`src/rtl/mem_access_sequencer_pkg.sv`:
```
// Shared control-unit definitions for the load/store memory access sequencer:
// state encoding, supported instruction classes, IR field positions and the output bundle.
package mem_access_sequencer_pkg;

    typedef enum logic [2:0] {
        ST_IDLE     = 3'd0,
        ST_ADDR     = 3'd1,
        ST_DATA     = 3'd2,
        ST_MEM_WAIT = 3'd3,
        ST_BASE_WB  = 3'd4,
        ST_LOAD_WB  = 3'd5,
        ST_DONE     = 3'd6,
        ST_ABORT    = 3'd7
    } state_t;

    localparam logic [2:0] CLASS_IMM = 3'b010;
    localparam logic [2:0] CLASS_REG = 3'b011;

    localparam int IR_L        = 20;
    localparam int IR_W        = 21;
    localparam int IR_B        = 22;
    localparam int IR_U        = 23;
    localparam int IR_P        = 24;
    localparam int IR_CLASS_LO = 25;
    localparam int IR_RN_LO    = 16;
    localparam int IR_RD_LO    = 12;

    typedef struct packed {
        logic       busy;
        logic       done;
        logic       abort;
        logic       illegal;
        logic       mar_ld;
        logic       mdr_ld;
        logic       mem_req;
        logic       mem_rw;
        logic       mem_byte;
        logic       rf_ld;
        logic [3:0] rf_dst;
        logic       rf_src_mdr;
        logic       alu_sub;
        logic       alu_b_reg;
        logic       addr_base;
    } ctrl_t;

    function automatic logic is_supported(input logic [31:0] ir);
        logic [2:0] cls;
        cls = ir[IR_CLASS_LO +: 3];
        return (cls == CLASS_IMM) || (cls == CLASS_REG);
    endfunction

endpackage

```
`src/rtl/mem_access_sequencer_timeout.sv`:
```
// MEM_WAIT timeout counter: counts wait cycles without completion; expired flags the
// cycle whose end would reach the limit.
module mem_timeout_counter #(
    parameter int TIMEOUT_CYCLES = 16
) (
    input  logic clk,
    input  logic reset_n,
    input  logic clear,
    input  logic enable,
    output logic expired
);

    localparam int CW = $clog2(TIMEOUT_CYCLES + 1);

    logic [CW-1:0] count;

    always_ff @(posedge clk or negedge reset_n) begin
        if (!reset_n) begin
            count <= '0;
        end else if (clear) begin
            count <= '0;
        end else if (enable) begin
            count <= count + CW'(1);
        end
    end

    // The increment at the end of this cycle would make the count equal the limit.
    assign expired = enable && (count == CW'(TIMEOUT_CYCLES - 1));

endmodule

```
`src/rtl/mem_access_sequencer.sv`:
```
// Load/store memory access sequencer: walks an accepted instruction through address,
// data, memory wait and writeback phases with registered control outputs.
module mem_access_sequencer
    import mem_access_sequencer_pkg::*;
#(
    parameter int TIMEOUT_CYCLES = 16
) (
    input  logic        clk,
    input  logic        reset_n,
    input  logic        start,
    input  logic [31:0] instruction,
    input  logic        moc,
    output logic        busy,
    output logic        done,
    output logic        abort,
    output logic        illegal,
    output logic        mar_ld,
    output logic        mdr_ld,
    output logic        mem_req,
    output logic        mem_rw,
    output logic        mem_byte,
    output logic        rf_ld,
    output logic [3:0]  rf_dst,
    output logic        rf_src_mdr,
    output logic        alu_sub,
    output logic        alu_b_reg,
    output logic        addr_base
);

    state_t      state_q, state_d;
    logic [31:0] ir_q, ir_d;
    logic        illegal_d;
    ctrl_t       out_q, out_d;
    logic        expired;

    mem_timeout_counter #(.TIMEOUT_CYCLES(TIMEOUT_CYCLES)) u_timeout (
        .clk     (clk),
        .reset_n (reset_n),
        .clear   (state_q != ST_MEM_WAIT),
        .enable  ((state_q == ST_MEM_WAIT) && !moc),
        .expired (expired)
    );

    always_ff @(posedge clk or negedge reset_n) begin
        if (!reset_n) begin
            state_q <= ST_IDLE;
            ir_q    <= '0;
            out_q   <= '0;
        end else begin
            state_q <= state_d;
            ir_q    <= ir_d;
            out_q   <= out_d;
        end
    end

    always_comb begin
        state_d   = state_q;
        ir_d      = ir_q;
        illegal_d = 1'b0;
        case (state_q)
            ST_IDLE: begin
                if (start) begin
                    if (is_supported(instruction)) begin
                        ir_d    = instruction;
                        state_d = ST_ADDR;
                    end else begin
                        illegal_d = 1'b1;
                    end
                end
            end
            ST_ADDR:     state_d = ir_q[IR_L] ? ST_MEM_WAIT : ST_DATA;
            ST_DATA:     state_d = ST_MEM_WAIT;
            ST_MEM_WAIT: begin
                // Completion takes priority over a timeout in the same cycle.
                if (moc) begin
                    if (!ir_q[IR_P] || ir_q[IR_W]) state_d = ST_BASE_WB;
                    else if (ir_q[IR_L])            state_d = ST_LOAD_WB;
                    else                            state_d = ST_DONE;
                end else if (expired) begin
                    state_d = ST_ABORT;
                end
            end
            ST_BASE_WB:  state_d = ir_q[IR_L] ? ST_LOAD_WB : ST_DONE;
            ST_LOAD_WB:  state_d = ST_DONE;
            ST_DONE:     state_d = ST_IDLE;
            ST_ABORT:    state_d = ST_IDLE;
            default:     state_d = ST_IDLE;
        endcase
    end

    // Outputs are decoded from the next state and IR so they register in step with the state.
    always_comb begin
        out_d         = '0;
        out_d.busy    = (state_d != ST_IDLE);
        out_d.illegal = illegal_d;
        case (state_d)
            ST_ADDR: begin
                out_d.mar_ld    = 1'b1;
                out_d.addr_base = ~ir_d[IR_P];
                out_d.alu_sub   = ~ir_d[IR_U];
                out_d.alu_b_reg = ir_d[IR_CLASS_LO];
            end
            ST_DATA:     out_d.mdr_ld = 1'b1;
            ST_MEM_WAIT: begin
                out_d.mem_req  = 1'b1;
                out_d.mem_rw   = ir_d[IR_L];
                out_d.mem_byte = ir_d[IR_B];
            end
            ST_BASE_WB: begin
                out_d.rf_ld     = 1'b1;
                out_d.rf_dst    = ir_d[IR_RN_LO +: 4];
                out_d.alu_sub   = ~ir_d[IR_U];
                out_d.alu_b_reg = ir_d[IR_CLASS_LO];
            end
            ST_LOAD_WB: begin
                out_d.rf_ld      = 1'b1;
                out_d.rf_dst     = ir_d[IR_RD_LO +: 4];
                out_d.rf_src_mdr = 1'b1;
            end
            ST_DONE:  out_d.done  = 1'b1;
            ST_ABORT: out_d.abort = 1'b1;
            default: ;
        endcase
    end

    assign busy       = out_q.busy;
    assign done       = out_q.done;
    assign abort      = out_q.abort;
    assign illegal    = out_q.illegal;
    assign mar_ld     = out_q.mar_ld;
    assign mdr_ld     = out_q.mdr_ld;
    assign mem_req    = out_q.mem_req;
    assign mem_rw     = out_q.mem_rw;
    assign mem_byte   = out_q.mem_byte;
    assign rf_ld      = out_q.rf_ld;
    assign rf_dst     = out_q.rf_dst;
    assign rf_src_mdr = out_q.rf_src_mdr;
    assign alu_sub    = out_q.alu_sub;
    assign alu_b_reg  = out_q.alu_b_reg;
    assign addr_base  = out_q.addr_base;

endmodule

```
`config.mk`:
```
export PLATFORM = sky130hd
export DESIGN_NAME = mem_access_sequencer
export DESIGN_NICKNAME = d
export VERILOG_FILES = /design/src/rtl/mem_access_sequencer_pkg.sv /design/src/rtl/mem_access_sequencer_timeout.sv /design/src/rtl/mem_access_sequencer.sv
export SDC_FILE = /design/constraint.sdc
export NUM_CORES = 1
export LEC_CHECK = 0
export CAP_MARGIN = 10
export CORE_UTILIZATION = 47
export DETAILED_ROUTE_END_ITERATION = 10
export HOLD_SLACK_MARGIN = 0.05
export MAX_ROUTING_LAYER = met4
export PLACE_DENSITY = 0.84
export SETUP_SLACK_MARGIN = 0.02
export SYNTH_ARGS = -nofsm -noshare
export SYNTH_HDL_FRONTEND = slang
export SYNTH_SLANG_ARGS = --single-unit
```
`constraint.sdc`:
```
create_clock -name clk -period 4.9 [get_ports clk]
set_input_delay 0.98 -clock clk [delete_from_list [all_inputs] [get_ports clk]]
set_output_delay 0.98 -clock clk [all_outputs]
set_load 0.02 [all_outputs]
```
* Word-level counts from Yosys, hierarchy flattened
Index checks and enable logic that the tools add are counted.
** Storage, ports and cells
- Bits in latches :: 0
- Memories :: 0
- Register bits after elaboration :: 52
- Word-level logic and storage cells :: 77
- Output and inout port bits :: 18
- ROM bits :: 0
- Input port bits :: 36
- RAM bits :: 0
** Cells by class
- $lt $le $gt $ge :: 0
- Equality and inequality tests :: 18
- Add/subtract/negate cells :: 1
- Multiply operators :: 0
- Shift operators :: 0
- Reduce and logical (&&, ||, !) cells :: 12
- Div/mod/pow operators :: 0
- Bitwise gates (word level) :: 2
- Mux-type cells :: 25
** Operators with widths (count)
- 26-bit two-way mux :: 3
- 3-bit equality test, second input constant :: 8
- 3-bit one-hot mux with 7 select lines :: 1
- 3-bit by 2-bit equality test with 1-bit output, second input constant :: 6
- 3-bit two-way mux :: 5
- 1-bit two-way mux :: 10
- 5-bit two-way mux :: 2
- 5-bit one-hot mux with 2 select lines :: 1
- 3-bit by 1-bit equality test with 1-bit output, second input constant :: 2
- 2-bit two-way mux :: 3
- 5-bit by 1-bit adder with 5-bit output, second input constant :: 1
- 5-bit by 4-bit equality test with 1-bit output, second input constant :: 1
- 2-bit OR reduction :: 2
- 3-bit zero test :: 1
- 3-bit by 2-bit != test with 1-bit output, second input constant :: 1
- 3-bit AND reduction :: 1
- 3-bit nonzero test :: 1
- 1-bit logical AND :: 2
- 1-bit zero test :: 2
- 1-bit logical OR :: 2
- 1-bit NOT :: 2
- 2-bit nonzero test :: 1

* Depth between registers and ports, before layout
- Depth in word-level cells :: 9
- Gate-level depth with buffers :: 8
- Gate-level depth less buffers :: 8

* Hierarchy
A second synthesis with hierarchy kept.
** Unflattened totals
- Cells, all modules :: 140
- Area total of the unflattened synthesis :: 1711.6 um^2
** By module, submodules not included
- mem_access_sequencer :: sequential area each 875.8 um^2, cells an instance 116, area each 1426.4 um^2, times used 1
- mem_timeout_counter :: sequential area each 125.1 um^2, cells an instance 24, area each 285.3 um^2, times used 1

* Worst setup path before layout
Ideal clock, no wire load.
- Path type :: input -> register
- From :: input start
- To :: register out_q (netlist bit rf_dst[0])
- Slack :: 2.495 ns
- Data required time :: 4.780 ns
- Library setup time :: 0.120 ns
- Data arrival time :: 2.285 ns
- Stages on the path :: 5
- Path through :: or4b_4 -> or2_1 -> buf_6 -> mux2_4 -> o211a_1
** RTL lines
- from (decl) :: RTL line mem_access_sequencer.sv:10 : input logic start,
- to (signal assigned) :: RTL line mem_access_sequencer.sv:52 : out_q <= out_d;
- to (decl) :: RTL line mem_access_sequencer.sv:33 : ctrl_t out_q, out_d;

==> impl_metrics.csv <==
group,metric,value,unit
place,place_inst,217,
logic_synthesis,yosysTopAreaCell,"dfrtp_1",
worst_setup_path,rr_worst_depth,4,
logic_synthesis,synth_top_area_frac,0.618,
place,gp_congestion,0.833,
finish,top_register,"ir_q",
logic_synthesis,synth_common_cells,"dfrtp_1, nand2_1, nor2_1",
finish,largest_reg_flops,14,
run,cap_violations,0,
floorplanning,die_y,60.7,µm
sta,hold_viol,0,
cts,holdBufCountCts,0,
finish,antenna_cells,0,
logic_synthesis,synth_nets,178,
place,post-dp-hpwl,2.22,mm
logic_synthesis,synthesis.area,1620,µm²
drt,routed_wl,3.02,mm
sta,max_slew_margin,0.447,
place,port-buffer-count,37,
drt,wl_per_cell,13.4,µm
hold_path,hold_depth,2,
cts,cts_max_level,2,
sta,clock.fmax,357,MHz
floorplanning,std_cell_rows,20,
worst_setup_path,rr_startpoint,"state_q[0]",
drt,antenna_left,0,
place,pre_cts_ws,1760,ps
finish,drive_gt1_frac,0.0884,
logic_synthesis,syn_avg_cell_area,11.6,µm²
floorplanning,die-area,3680,µm²
sta,fin_crit,2800,ps
power,power.density,548,nW/µm²
sta,fin_ws,2100,ps
worst_setup_path,r2r_end,"rf_dst[1]",
logic_synthesis,synth_edf_count,0,
worst_setup_path,cp-start-kind,"primary input",
logic_synthesis,yosysWarnings,0,
drt,firstDrtPassIters,4,
global_route,grt_antenna_before_repair,0,
drt,drt_iter0_drc,24,
finish,finalNetCount,218,
global_route,track_usage,0.200,
hold_path,hold_end,"ir_q[25]",
sta,grt_setup_unrepaired,"false",
cts,cts_tree,"yes",
cts,numCtsBuffers,5,
cts,clock_sinks,40,
worst_setup_path,cp-end-kind,"flip-flop",
status,status,"complete, no violations",
global_route,grt_pass1_wl,5.00,mm
sta,setup_viol,0,
floorplanning,core,3150,µm²
sta,fin_setup_tns,0,ps
worst_setup_path,required,5150,ps
cts,cts_resized,0,
worst_setup_path,crit_type,"in -> reg",
worst_setup_path,path_max_fanout,11,
global_route,grt_pass1_vias,1125,
hold_path,hp-start,"ir_q[25]",
global_route,grt_overflow,0,
cts,cts_setup_buffers,0,
drt,drc_errors,0,
drt,vias,1157,
logic_synthesis,seq_area_frac_synth,0.618,
cts,clkTransAtPathRegs,110,ps
logic_synthesis,yosys-top-cells-area,"dfrtp_1, nand2_1, mux2_4",
cts,cts_root_buf,"clkbuf_4",
logic_synthesis,yosys_most_used_dff,"dfrtp_1",
logic_synthesis,ys_types,41,
floorplanning,start_util,0.513,
cts,insertion_delay,340,ps
hold_path,worstHoldPathType,"reg -> reg",
drt,viasPerCell,5.14,
cts,clockBufferDepth,2,
sta,slew_violations,0,
sta,period_share,0.572,
logic_synthesis,synth_cells,140,
global_route,grt_max_degree,41,
worst_setup_path,rrSetupSlack,2680,ps
floorplanning,io_pins,54,
finish,final_cells,225,
worst_setup_path,arrival,3050,ps
logic_synthesis,yosys_register_bits,40,
sta,fin_skew,7.92,ps
power,cellLeakagePower,1.01,nW
logic_synthesis,async_reset_ff_frac,1.00,
finish,area_growth_syn_to_layout,30.4,%
power,ir_drop,0.000308,V
logic_synthesis,yosysMostFrequentCell,"dfrtp_1",
sta,worst_pin_slew,829,ps
floorplanning,die_w,60.7,µm
-- power breakdown --
group,internal [mW],switching [mW]
Sequential,0.436,0.0607
Clock,0.135,0.0995
Combinational,0.191,0.235
-- metal layers --
layer / up-vias / global-route usage / part of all wire
met1: 564 / 0.236 / 0.43
li1: 557 / - / -
met2: 31 / 0.312 / 0.51
met4: 0 / 0.0747 / 0.013
met3: 5 / 0.0746 / 0.054
met5: - / - / 0
-- cells in the final DEF, fill, tap and decap left out, types with 2 or more instances in the layout --
cell type,netlist,layout
nor3_1,3,3
nor2_1,9,9
xor2_1,2,2
nand2b_1,4,4
clkbuf_4,0,5
nand3b_1,4,4
ha_1,2,2
mux2_2,2,2
or4_1,3,3
o211a_1,3,3
dfrtp_1,40,40
clkbuf_8,0,2
nor4b_1,2,2
clkdlybuf4s50_1,0,36
mux2_4,3,3
nand3_1,2,2
a21oi_1,3,3
inv_1,5,5
nand2_1,27,27
-- area by class of cell --
type,instances,area (µm²)
multi-input combinational,90,572
clock buffer,7,65.1
clock inverter,1,30.0
sequential,40,1000
tap,44,55.1
inverter,6,22.5
timing repair buffer,37,365
fill,246,1040
-- worst max-delay path, cell delays in order --
cell	delay (ps)
clkdlybuf4s50_1	610
nand3b_1	200
a21oi_1	150
nor3_2	520
inv_1	270
o32ai_1	320
-- kinds of logic after synthesis --
family / synth area share
fa+ha+maj: 0.0155
flops: 0.618
compound gates: 0.0634
xor+xnor: 0.0162
simple gates: 0.210
mux: 0.0479
buf+inv: 0.0286
-- worst max-delay path by stage --
stage / cells after the start / to / slack (ps) / start
final: 6 / alu_sub / 2100 / moc
after global routing: 6 / alu_sub / 1930 / moc
after CTS: 6 / alu_sub / 2110 / moc
after detailed placement: 5 / rf_dst[1] / 1760 / start
after global placement: 5 / rf_dst[0] / 1770 / start
after floorplan: 5 / rf_dst[0] / 2490 / start
-- per-stage QoR --
step | hold slack (ps) | area [µm²] | util | power (mW)
after detailed placement | 460 | 2020 | 0.639 | 0.931
after CTS | 487 | 2110 | 0.669 | 1.17
after global routing | 509 | 2110 | 0.669 | 1.24
after floorplan | 437 | 1620 | - | 0.771
final | 482 | 2110 | 0.669 | 1.16
after global placement | 451 | 2020 | 0.639 | 0.907
Note: power is estimated with default switching activity, not from simulation.
